File: src/rtl/idma_sched_pkg.sv
// rtl/idma_sched_pkg.sv - shared limits, index-width helper and parameter checks for idma_chan_scheduler

`define IDMA_SCHED_CHECK(cond) \
  assert property (@(posedge clk_i) (cond));

package idma_sched_pkg;

  localparam int unsigned MaxChan = 16;

  function automatic int unsigned chan_idx_width(input int unsigned num_chan);
    return (num_chan > 1) ? $clog2(num_chan) : 1;
  endfunction

endpackage

File: src/rtl/stream_fifo.sv
// rtl/stream_fifo.sv - registered-output stream FIFO with fill-level output

module stream_fifo #(
  parameter bit          FALL_THROUGH = 1'b0,
  parameter int unsigned DEPTH        = 8,
  parameter type         T            = logic,
  localparam int unsigned AddrW       = (DEPTH > 1) ? $clog2(DEPTH) : 1,
  localparam int unsigned CntW        = $clog2(DEPTH + 1)
) (
  input  logic            clk_i,
  input  logic            rst_ni,
  output logic [CntW-1:0] usage_o,
  input  T                data_i,
  input  logic            valid_i,
  output logic            ready_o,
  output T                data_o,
  output logic            valid_o,
  input  logic            ready_i
);

  T                 mem_q [DEPTH];
  logic [AddrW-1:0] wr_q, wr_d, rd_q, rd_d;
  logic [CntW-1:0]  cnt_q, cnt_d;
  logic             push, pop;

  function automatic logic [AddrW-1:0] next_ptr(input logic [AddrW-1:0] p);
    return (p == AddrW'(DEPTH - 1)) ? '0 : p + AddrW'(1);
  endfunction

  // Full blocks the push even when a pop happens in the same cycle.
  assign ready_o = (cnt_q != CntW'(DEPTH));
  assign valid_o = (cnt_q != '0);
  assign data_o  = mem_q[rd_q];
  assign usage_o = cnt_q;
  assign push    = valid_i & ready_o;
  assign pop     = valid_o & ready_i;

  always_comb begin
    wr_d  = wr_q;
    rd_d  = rd_q;
    cnt_d = cnt_q;
    if (push) wr_d = next_ptr(wr_q);
    if (pop)  rd_d = next_ptr(rd_q);
    if (push && !pop)      cnt_d = cnt_q + CntW'(1);
    else if (pop && !push) cnt_d = cnt_q - CntW'(1);
  end

  always_ff @(posedge clk_i or negedge rst_ni) begin
    if (!rst_ni) begin
      wr_q  <= '0;
      rd_q  <= '0;
      cnt_q <= '0;
    end else begin
      wr_q  <= wr_d;
      rd_q  <= rd_d;
      cnt_q <= cnt_d;
    end
  end

  always_ff @(posedge clk_i) begin
    if (push) mem_q[wr_q] <= data_i;
  end

  assert property (@(posedge clk_i) (FALL_THROUGH == 1'b0));

endmodule

File: src/rtl/idma_chan_scheduler.sv
// rtl/idma_chan_scheduler.sv - round-robin job scheduler in front of one in-order iDMA backend,
// routing each backend response back to the channel that issued the job

module idma_chan_scheduler
  import idma_sched_pkg::*;
#(
  parameter int unsigned NumChan        = 4,
  parameter int unsigned MaxOutstanding = 8,
  parameter type         idma_req_t     = logic,
  parameter type         idma_rsp_t     = logic,
  localparam int unsigned OutW          = $clog2(MaxOutstanding + 1)
) (
  input  logic                    clk_i,
  input  logic                    rst_ni,
  input  idma_req_t [NumChan-1:0] req_i,
  input  logic      [NumChan-1:0] req_valid_i,
  output logic      [NumChan-1:0] req_ready_o,
  output idma_rsp_t               rsp_o,
  output logic      [NumChan-1:0] rsp_valid_o,
  input  logic      [NumChan-1:0] rsp_ready_i,
  output idma_req_t               be_req_o,
  output logic                    be_req_valid_o,
  input  logic                    be_req_ready_i,
  input  idma_rsp_t               be_rsp_i,
  input  logic                    be_rsp_valid_i,
  output logic                    be_rsp_ready_o,
  output logic      [NumChan-1:0] chan_busy_o,
  output logic      [OutW-1:0]    outstanding_o
);

  localparam int unsigned IdxW = chan_idx_width(NumChan);
  typedef logic [IdxW-1:0] chan_idx_t;
  localparam logic [NumChan-1:0] OneHot = {{(NumChan - 1){1'b0}}, 1'b1};

  `IDMA_SCHED_CHECK(NumChan >= 2 && NumChan <= MaxChan)
  `IDMA_SCHED_CHECK(MaxOutstanding >= 2 && (MaxOutstanding & (MaxOutstanding - 1)) == 0)

  chan_idx_t        rr_q, rr_d, gnt_q, gnt_d, arb_idx, gnt, head;
  logic             lock_q, lock_d, arb_found, have_req, full, be_hs, rsp_hs;
  logic             fifo_ready, fifo_valid;
  logic [OutW-1:0]  cnt_q [NumChan];
  logic [OutW-1:0]  cnt_d [NumChan];
  logic [NumChan-1:0] inc, dec;

  function automatic chan_idx_t wrap_idx(input int unsigned v);
    return chan_idx_t'(v % NumChan);
  endfunction

  always_comb begin
    arb_found = 1'b0;
    arb_idx   = '0;
    for (int unsigned k = 0; k < NumChan; k++) begin
      if (!arb_found && req_valid_i[wrap_idx(32'(rr_q) + k)]) begin
        arb_found = 1'b1;
        arb_idx   = wrap_idx(32'(rr_q) + k);
      end
    end
  end

  // A stalled grant is frozen so a later, higher-priority requester cannot steal it.
  assign gnt            = lock_q ? gnt_q : arb_idx;
  assign have_req       = lock_q ? req_valid_i[gnt_q] : arb_found;
  assign full           = ~fifo_ready;
  assign be_req_o       = req_i[gnt];
  assign be_req_valid_o = have_req & ~full;
  assign be_hs          = be_req_valid_o & be_req_ready_i;
  assign req_ready_o    = be_hs ? (OneHot << gnt) : '0;

  assign rsp_o          = be_rsp_i;
  assign rsp_valid_o    = (be_rsp_valid_i & fifo_valid) ? (OneHot << head) : '0;
  assign be_rsp_ready_o = fifo_valid & rsp_ready_i[head];
  assign rsp_hs         = be_rsp_valid_i & be_rsp_ready_o;

  assign lock_d = be_req_valid_o & ~be_req_ready_i;
  assign gnt_d  = gnt;
  assign rr_d   = !be_hs ? rr_q :
                  (gnt == chan_idx_t'(NumChan - 1)) ? '0 : gnt + chan_idx_t'(1);

  always_comb begin
    for (int unsigned c = 0; c < NumChan; c++) begin
      inc[c]         = be_hs && (gnt == chan_idx_t'(c));
      dec[c]         = rsp_hs && (head == chan_idx_t'(c));
      chan_busy_o[c] = (cnt_q[c] != '0);
      cnt_d[c]       = cnt_q[c];
      if (inc[c] && !dec[c])      cnt_d[c] = cnt_q[c] + OutW'(1);
      else if (dec[c] && !inc[c]) cnt_d[c] = cnt_q[c] - OutW'(1);
    end
  end

  always_ff @(posedge clk_i or negedge rst_ni) begin
    if (!rst_ni) begin
      rr_q   <= '0;
      gnt_q  <= '0;
      lock_q <= 1'b0;
      for (int unsigned c = 0; c < NumChan; c++) cnt_q[c] <= '0;
    end else begin
      rr_q   <= rr_d;
      gnt_q  <= gnt_d;
      lock_q <= lock_d;
      for (int unsigned c = 0; c < NumChan; c++) cnt_q[c] <= cnt_d[c];
    end
  end

  // The backend answers in order, so the FIFO head always names the owner of the next response.
  stream_fifo #(
    .FALL_THROUGH (1'b0),
    .DEPTH        (MaxOutstanding),
    .T            (chan_idx_t)
  ) i_id_fifo (
    .clk_i   (clk_i),
    .rst_ni  (rst_ni),
    .usage_o (outstanding_o),
    .data_i  (gnt),
    .valid_i (be_hs),
    .ready_o (fifo_ready),
    .data_o  (head),
    .valid_o (fifo_valid),
    .ready_i (rsp_hs)
  );

  for (genvar c = 0; c < NumChan; c++) begin : g_cnt_chk
    assert property (@(posedge clk_i) disable iff (!rst_ni)
      !(dec[c] && !inc[c] && cnt_q[c] == '0));
    assert property (@(posedge clk_i) disable iff (!rst_ni)
      !(inc[c] && !dec[c] && cnt_q[c] == OutW'(MaxOutstanding)));
  end

  assert property (@(posedge clk_i) disable iff (!rst_ni) lock_q |-> be_req_o == $past(be_req_o));
  assert property (@(posedge clk_i) disable iff (!rst_ni) be_rsp_valid_i |-> fifo_valid);

endmodule

File: config.mk
export PLATFORM = sky130hd
export DESIGN_NAME = idma_chan_scheduler
export DESIGN_NICKNAME = d
export VERILOG_FILES = /design/src/rtl/idma_sched_pkg.sv /design/src/rtl/stream_fifo.sv /design/src/rtl/idma_chan_scheduler.sv
export SDC_FILE = /design/constraint.sdc
export NUM_CORES = 1
export LEC_CHECK = 0
export ABC_AREA = 1
export CAP_MARGIN = 20
export CORE_UTILIZATION = 30
export CTS_CLUSTER_SIZE = 12
export DETAILED_ROUTE_END_ITERATION = 7
export GPL_ROUTABILITY_DRIVEN = 0
export GPL_TIMING_DRIVEN = 0
export PLACE_DENSITY_LB_ADDON = 0.05
export SYNTH_ARGS = -nofsm -noshare
export SYNTH_HDL_FRONTEND = slang
export SYNTH_SLANG_ARGS = --single-unit
File: constraint.sdc
create_clock -name clk_i -period 4.17 [get_ports clk_i]
set_clock_uncertainty 0.15 [all_clocks]
set_input_delay 0.6255 -clock clk_i [delete_from_list [all_inputs] [get_ports clk_i]]
set_output_delay 0.6255 -clock clk_i [all_outputs]
set_load 0.01 [all_outputs]
==> impl_metrics.env, run 1 <==
export IMPL_num_rows=36
export IMPL_slew_viol_final=0
export IMPL_clkSinkCount=47
export IMPL_clockRootBuffer="clkbuf_8"
export IMPL_async_reset_ff_share_pct=66.0
export IMPL_fin_crit_sh_pct=92.8
export IMPL_crit_cells=13
export IMPL_antenna_cells=0
export IMPL_gr_usage_all_layers_pct=13.5
export IMPL_dr_pass1_iters=4
export IMPL_critPathArrivalTime_ns=3.10
export IMPL_ys_top_cells_by_count="104 x nand2_1, 45 x inv_1, 31 x dfrtp_1, 31 x nor2_1, 23 x nand3_1"
export IMPL_core_area_sq_mm=0.00986
export IMPL_post_synth_num_cell_types=36
export IMPL_syn_area_sq_mm=0.00307
export IMPL_synthCells=367
export IMPL_synth_seq_cells=47
export IMPL_final_nets=450
export IMPL_crit_fanout=12
export IMPL_syn_nets=408
export IMPL_portBuffers=35
export IMPL_die_area_sq_mm=0.0106
export IMPL_finalNonFillerCells=543
export IMPL_yosysMostFrequentCell="nand2_1"
export IMPL_p_leak_nw=1.73
export IMPL_path_buf_inv=4
export IMPL_ys_flop_type="dfrtp_1"
export IMPL_slowest_delay_ns=0.56
export IMPL_cp_cell_sequence="clkdlybuf4s50_1 > inv_1 > nand2_1 > nand2_1 > nand2_1 > nand2_1 > nand4_1 > nand2_1 > nor2_1 > nor2_2 > nand3_1 > inv_1 > clkdlybuf4s50_1"
export IMPL_antenna_found_initial=0
export IMPL_max_freq_ghz=0.258
export IMPL_cts_setup_buffers=0
export IMPL_grt_pass1_wl_microns=11000
export IMPL_post_cts_resized=0
export IMPL_hold_viol=0
export IMPL_place_hpwl_microns=4940
export IMPL_min_period_ns=3.87
export IMPL_crit_top_cell="nand2_1"
export IMPL_cts_buffers=5
export IMPL_finalSetupViolations=0
export IMPL_reg2regPathDepth=21
export IMPL_whs_ns=0.259
export IMPL_drtAntennaViolNets=0
export IMPL_syn_area_per_cell_sq_um=8.37
export IMPL_slowest_stage="clkdlybuf4s50_1"
export IMPL_area_delta_synth_final_pct=20.4
export IMPL_cts_buffer_depth=2
export IMPL_clkSlewWorstSetupHoldPaths_ns=0.10
export IMPL_cellPowerDensity_mw_per_mm2=903
export IMPL_routed_wl_microns=6500
export IMPL_path_class="primary input to output pin"
export IMPL_tightest_slew_ns=0.805
export IMPL_cp_required_ns=3.39
export IMPL_vias_per_cell=4.40
export IMPL_path_delay_family="buffers and inverters"
export IMPL_utilization_pct=37.5
export IMPL_vias=2387
export IMPL_dp_cells=535
export IMPL_status="finished, final reports clean"
export IMPL_seq_area_frac_synth_pct=40.9
export IMPL_rsz0062_at_grt="false"
export IMPL_die_y_microns=103
export IMPL_first_global_vias=2310
export IMPL_cts_tree="built"
export IMPL_drt_drc_violations_left=0
export IMPL_drv_cap=0
export IMPL_setup_worst_path_end_class="output pin"
export IMPL_synth_largest_area_cell="dfrtp_1"
export IMPL_synth_area_leaders="dfrtp_1 25%, edfxtp_1 16%, nand2_1 13%"
export IMPL_critPathLaunchType="primary input"
export IMPL_routedWlPerCell_microns=12.0
export IMPL_yosysTopAreaCellShare_pct=25.3
export IMPL_overflow=0
export IMPL_drtIter0Drc=80
export IMPL_synth_edff_count=16
export IMPL_drive_gt1_share_pct=10.7
export IMPL_clock_latency_ns=0.30
export IMPL_maxSlewHeadroom_pct=46.3
export IMPL_ctsHoldBuffers=0
export IMPL_setup_tns_ns=0
export IMPL_min_path_type="primary input to asynchronous set/reset pin"
export IMPL_cts_max_level=2
export IMPL_yosys_warnings=0
export IMPL_boundaryPins=37
export IMPL_die_x_microns=103
export IMPL_ir_drop_uv=364
export IMPL_grt_max_degree=32
export IMPL_initial_core_util_pct=31.1
export IMPL_fill_cells=1030
==> stage by stage <==
stage,total power [W],setup slack [ns],cell area [sq um]
6_report,0.00334,0.299,3700
5_1_grt,0.00372,0.0440,3700
4_1_cts,0.00339,0.237,3700
3_5_place_dp,0.00303,0.0703,3580
3_3_place_gp,0.00302,0.0381,3590
2_1_floorplan,0.00241,1.06,3070
==> placed cells by master, fill, tap and decap left out, types with 6 or more instances in the layout <==
| cell type | count |
|---|---|
| nand2_2 | 6 |
| xnor2_1 | 14 |
| inv_1 | 45 |
| nor2_1 | 31 |
| clkdlybuf4s50_1 | 34 |
| ha_1 | 19 |
| nand2_1 | 104 |
| edfxtp_1 | 16 |
| a21oi_1 | 6 |
| nand3_1 | 23 |
| dfrtp_1 | 31 |
| inv_2 | 6 |
| o21ai_0 | 7 |
==> cell families (layout without fill, tap and decap cells) <==
| kind of cell | after synthesis | in the layout | share of synthesized area (%) |
|---|---|---|---|
| compound gates | 25 | 25 | 4.69 |
| xor+xnor | 15 | 15 | 4.28 |
| fa+ha+maj | 24 | 24 | 11.0 |
| buf+inv | 56 | 99 | 7.66 |
| flops | 47 | 47 | 40.9 |
| mux | 5 | 5 | 1.83 |
| simple gates | 195 | 195 | 29.6 |
==> area by class of cell <==
class	instances	area [sq um]	area share (%)
well taps	133	166	4.50
inverters	52	198	5.35
clock inverters	3	46.3	1.25
clock buffers	5	68.8	1.86
flip-flops and latches	47	1260	34.0
plain buffers	4	37.5	1.02
repair buffers	35	345	9.34
multi-input cells	264	1580	42.7
==> path summary, 6_finish.rpt <==
check,startpoint,slack [ns],endpoint
min in group clk_i,cnt_q[7],0.32,cnt_q[7]
max reg2reg,rr_q[0],0.66,cnt_q[7]
max in group asynchronous,rst_ni,3.09,i_id_fifo.usage_o[1]
min,rst_ni,0.26,i_id_fifo.wr_q[1]
max,req_valid_i[1],0.30,req_ready_o[2]
min reg2reg,cnt_q[7],0.32,cnt_q[7]
==> worst register-to-register path, delay by kind of cell, from the launching register on <==
| family | cells | cell delay [ns] |
|---|---|---|
| XOR/XNOR | 1 | 0.12 |
| AND/OR/NAND/NOR | 12 | 1.41 |
| AO/OA/AOI/OAI | 2 | 0.35 |
| flip-flops | 1 | 0.38 |
| adder cells (fa/ha/maj) | 2 | 0.48 |
| buffers and inverters | 4 | 0.53 |
==> flip-flops by register name (all words and copies together), names as in the netlist <==
name / count
i_id_fifo.mem_q: 16
i_id_fifo.rd_q: 3
i_id_fifo.wr_q: 3
cnt_q: 16
i_id_fifo.usage_o: 4
gnt_q: 2
rr_q: 2
lock_q: 1
==> report_power, final <==
part	switching, W	internal (W)	leakage (nW)
Sequential	0.000179	0.000726	0.519
Clock	0.000167	0.000181	0.0548
Combinational	0.00118	0.000910	1.16
Total	0.00152	0.00182	1.73
==> routing by layer <==
layer	share of wire, %	global-route usage, %	vias to the layer above
li1	-	-	1268
met1	52	18.7	1084
met2	44	21.7	31
met3	2.5	2.44	4
met4	0.74	3.25	0
met5	0	0	-
No activity file was read; power rests on OpenSTA's default activity.
==> run 2: changes to the inputs <==
- clock period: 4.17 -> 5.02 ns (I/O delays scaled with it)
==> results of run 2 <==
The final DEF is identical to that of run 1. Status: finished, final reports clean.
Main changes from that run: setup slack after placement 0.0703 ns -> 0.793 ns; clock-pin slew on the worst setup and hold paths 0.10 ns -> 0.09 ns; setup slack after layout 0.299 ns -> 0.894 ns; hold slack 0.259 ns -> 0.325 ns; register-to-register setup slack 0.66 ns -> 1.51 ns; total power 0.00334 W -> 0.00277 W; worst IR drop on VDD 364 uV -> 302 uV
==> run 3: changes to the inputs <==
- clock period: 5.02 -> 4.1 ns (I/O delays scaled with it)
==> impl_metrics.env, run 3 (same netlist as run 1, synthesis figures left out) <==
export IMPL_status="finished, final reports clean"
export IMPL_path_class="primary input to output pin"
export IMPL_p_sw_w=0.00155
export IMPL_slowest_delay_ns=0.58
export IMPL_clockRootBuffer="clkbuf_8"
export IMPL_min_path_type="primary input to asynchronous set/reset pin"
export IMPL_path_delay_family="buffers and inverters"
export IMPL_rsz0062_at_grt="false"
export IMPL_portBuffers=35
export IMPL_critPathArrivalTime_ns=2.91
export IMPL_boundaryPins=37
export IMPL_utilization_pct=37.5
export IMPL_stdcell_area_sq_mm=0.00370
export IMPL_routed_wl_microns=6500
export IMPL_ir_drop_uv=370
export IMPL_setup_worst_path_end_class="output pin"
export IMPL_gr_usage_all_layers_pct=13.5
export IMPL_cts_setup_buffers=0
export IMPL_cp_cell_sequence="clkdlybuf4s50_1 > inv_1 > o211ai_1 > nand2_1 > a21oi_1 > nand3_2 > inv_2 > buf_6 > nand2_1 > nor2_1 > clkdlybuf4s50_1"
export IMPL_r2r_end="cnt_q[7]"
export IMPL_grt_max_degree=32
export IMPL_cell_internal_pwr_w=0.00185
export IMPL_vias_per_cell=4.40
export IMPL_power_share_clock_pct=10.4
export IMPL_p_leak_nw=1.73
export IMPL_drive_gt1_share_pct=10.7
export IMPL_die_area_sq_mm=0.0106
export IMPL_grt_pass1_wl_microns=11000
export IMPL_cts_max_level=2
export IMPL_switching_share_pct=45.6
export IMPL_reg2reg_from="rr_q[0]"
export IMPL_cp_required_ns=3.34
export IMPL_regToRegSetupSlack_ns=0.77
export IMPL_maxSlewHeadroom_pct=46.3
export IMPL_overflow=0
export IMPL_power_frac_comb_pct=62.6
export IMPL_cts_buffer_depth=2
export IMPL_num_rows=36
export IMPL_final_common_cell="nand2_1"
export IMPL_antenna_found_initial=0
export IMPL_place_hpwl_microns=4940
export IMPL_drv_cap=0
export IMPL_clkSlewWorstSetupHoldPaths_ns=0.10
export IMPL_slowest_stage="clkdlybuf4s50_1"
export IMPL_drtIter0Drc=80
export IMPL_fill_cells=1029
export IMPL_clock_latency_ns=0.30
export IMPL_crit_fanout=10
export IMPL_antenna_cells=0
export IMPL_seq_power_share_pct=27.0
export IMPL_routedWlPerCell_microns=12.0
export IMPL_clkSinkCount=47
export IMPL_fin_crit_sh_pct=89.6
export IMPL_max_freq_ghz=0.272
export IMPL_die_y_microns=103
export IMPL_reg2regPathDepth=21
export IMPL_vias=2388
export IMPL_finalSetupViolations=0
export IMPL_min_period_ns=3.67
export IMPL_slew_viol_final=0
export IMPL_initial_core_util_pct=31.1
export IMPL_first_global_vias=2310
export IMPL_critPathLaunchType="primary input"
export IMPL_cts_buffers=5
export IMPL_dr_pass1_iters=4
export IMPL_cts_tree="built"
export IMPL_final_nets=450
export IMPL_area_delta_synth_final_pct=20.6
export IMPL_hold_viol=0
export IMPL_path_buf_inv=5
export IMPL_crit_cells=11
export IMPL_core_area_sq_mm=0.00986
export IMPL_drtAntennaViolNets=0
export IMPL_drt_drc_violations_left=0
export IMPL_cellPowerDensity_mw_per_mm2=919
export IMPL_layout_common_cells="104 x nand2_1, 45 x inv_1, 34 x clkdlybuf4s50_1, 31 x nor2_1, 31 x dfrtp_1"
export IMPL_dpl_cell_area_sq_mm=0.00358
export IMPL_tightest_slew_ns=0.805
export IMPL_die_x_microns=103
## run 3: final cells by class
cell class	instances	area, sq um	area share, %
Tap cell	133	166	4.49
Multi-Input combinational cell	264	1580	42.8
Clock inverter	3	46.3	1.25
Clock buffer	5	68.8	1.86
Buffer	4	37.5	1.01
Sequential cell	47	1260	33.9
Timing Repair Buffer	35	345	9.33
Inverter	52	198	5.34
## run 3: power groups by stage
stage | sequential, W | combinational (W) | clock [W]
detailed placement | 0.000933 | 0.00214 | 0
finish | 0.000920 | 0.00213 | 0.000354
floorplan | 0.000893 | 0.00156 | 0
CTS | 0.000925 | 0.00216 | 0.000367
global route | 0.000954 | 0.00245 | 0.000383
global placement | 0.000934 | 0.00214 | 0
## run 3: what timing repair did
item | CTS | global route
hold buffers | 0 | 0
endpoints found under the hold margin | 0 | 0
endpoints found under the setup margin | 0 | 1
resized for setup | 0 | 1
## run 3: layer usage
layer / GRT usage, % / part of all wire (%)
met3: 2.44 / 2.5
met2: 21.7 / 44
met4: 3.25 / 0.74
met5: 0 / 0
met1: 18.7 / 52
## run 3: how the worst max path moves through the flow
stage | start | endpoint | slack (ns)
after floorplan | req_valid_i[1] | cnt_q[3] | 1.0
after global placement | req_valid_i[1] | cnt_q[7] | -0.02
after detailed placement | req_valid_i[0] | cnt_q[7] | 0.01
after CTS | req_valid_i[1] | req_ready_o[2] | 0.19
after global routing | req_valid_i[0] | req_ready_o[2] | 0.22
final | req_valid_i[2] | req_ready_o[0] | 0.43
## run 3: per-stage QoR
step	TNS [ns]	hold slack, ns	setup slack [ns]	std cells	total power (W)
after floorplan	0	0.169	0.996	367	0.00245
after CTS	0	0.279	0.188	543	0.00345
final	0	0.248	0.425	543	0.00340
after global placement	-0.0214	0.307	-0.0214	535	0.00308
after detailed placement	0	0.312	0.0108	535	0.00308
after global routing	0	0.289	0.218	543	0.00379
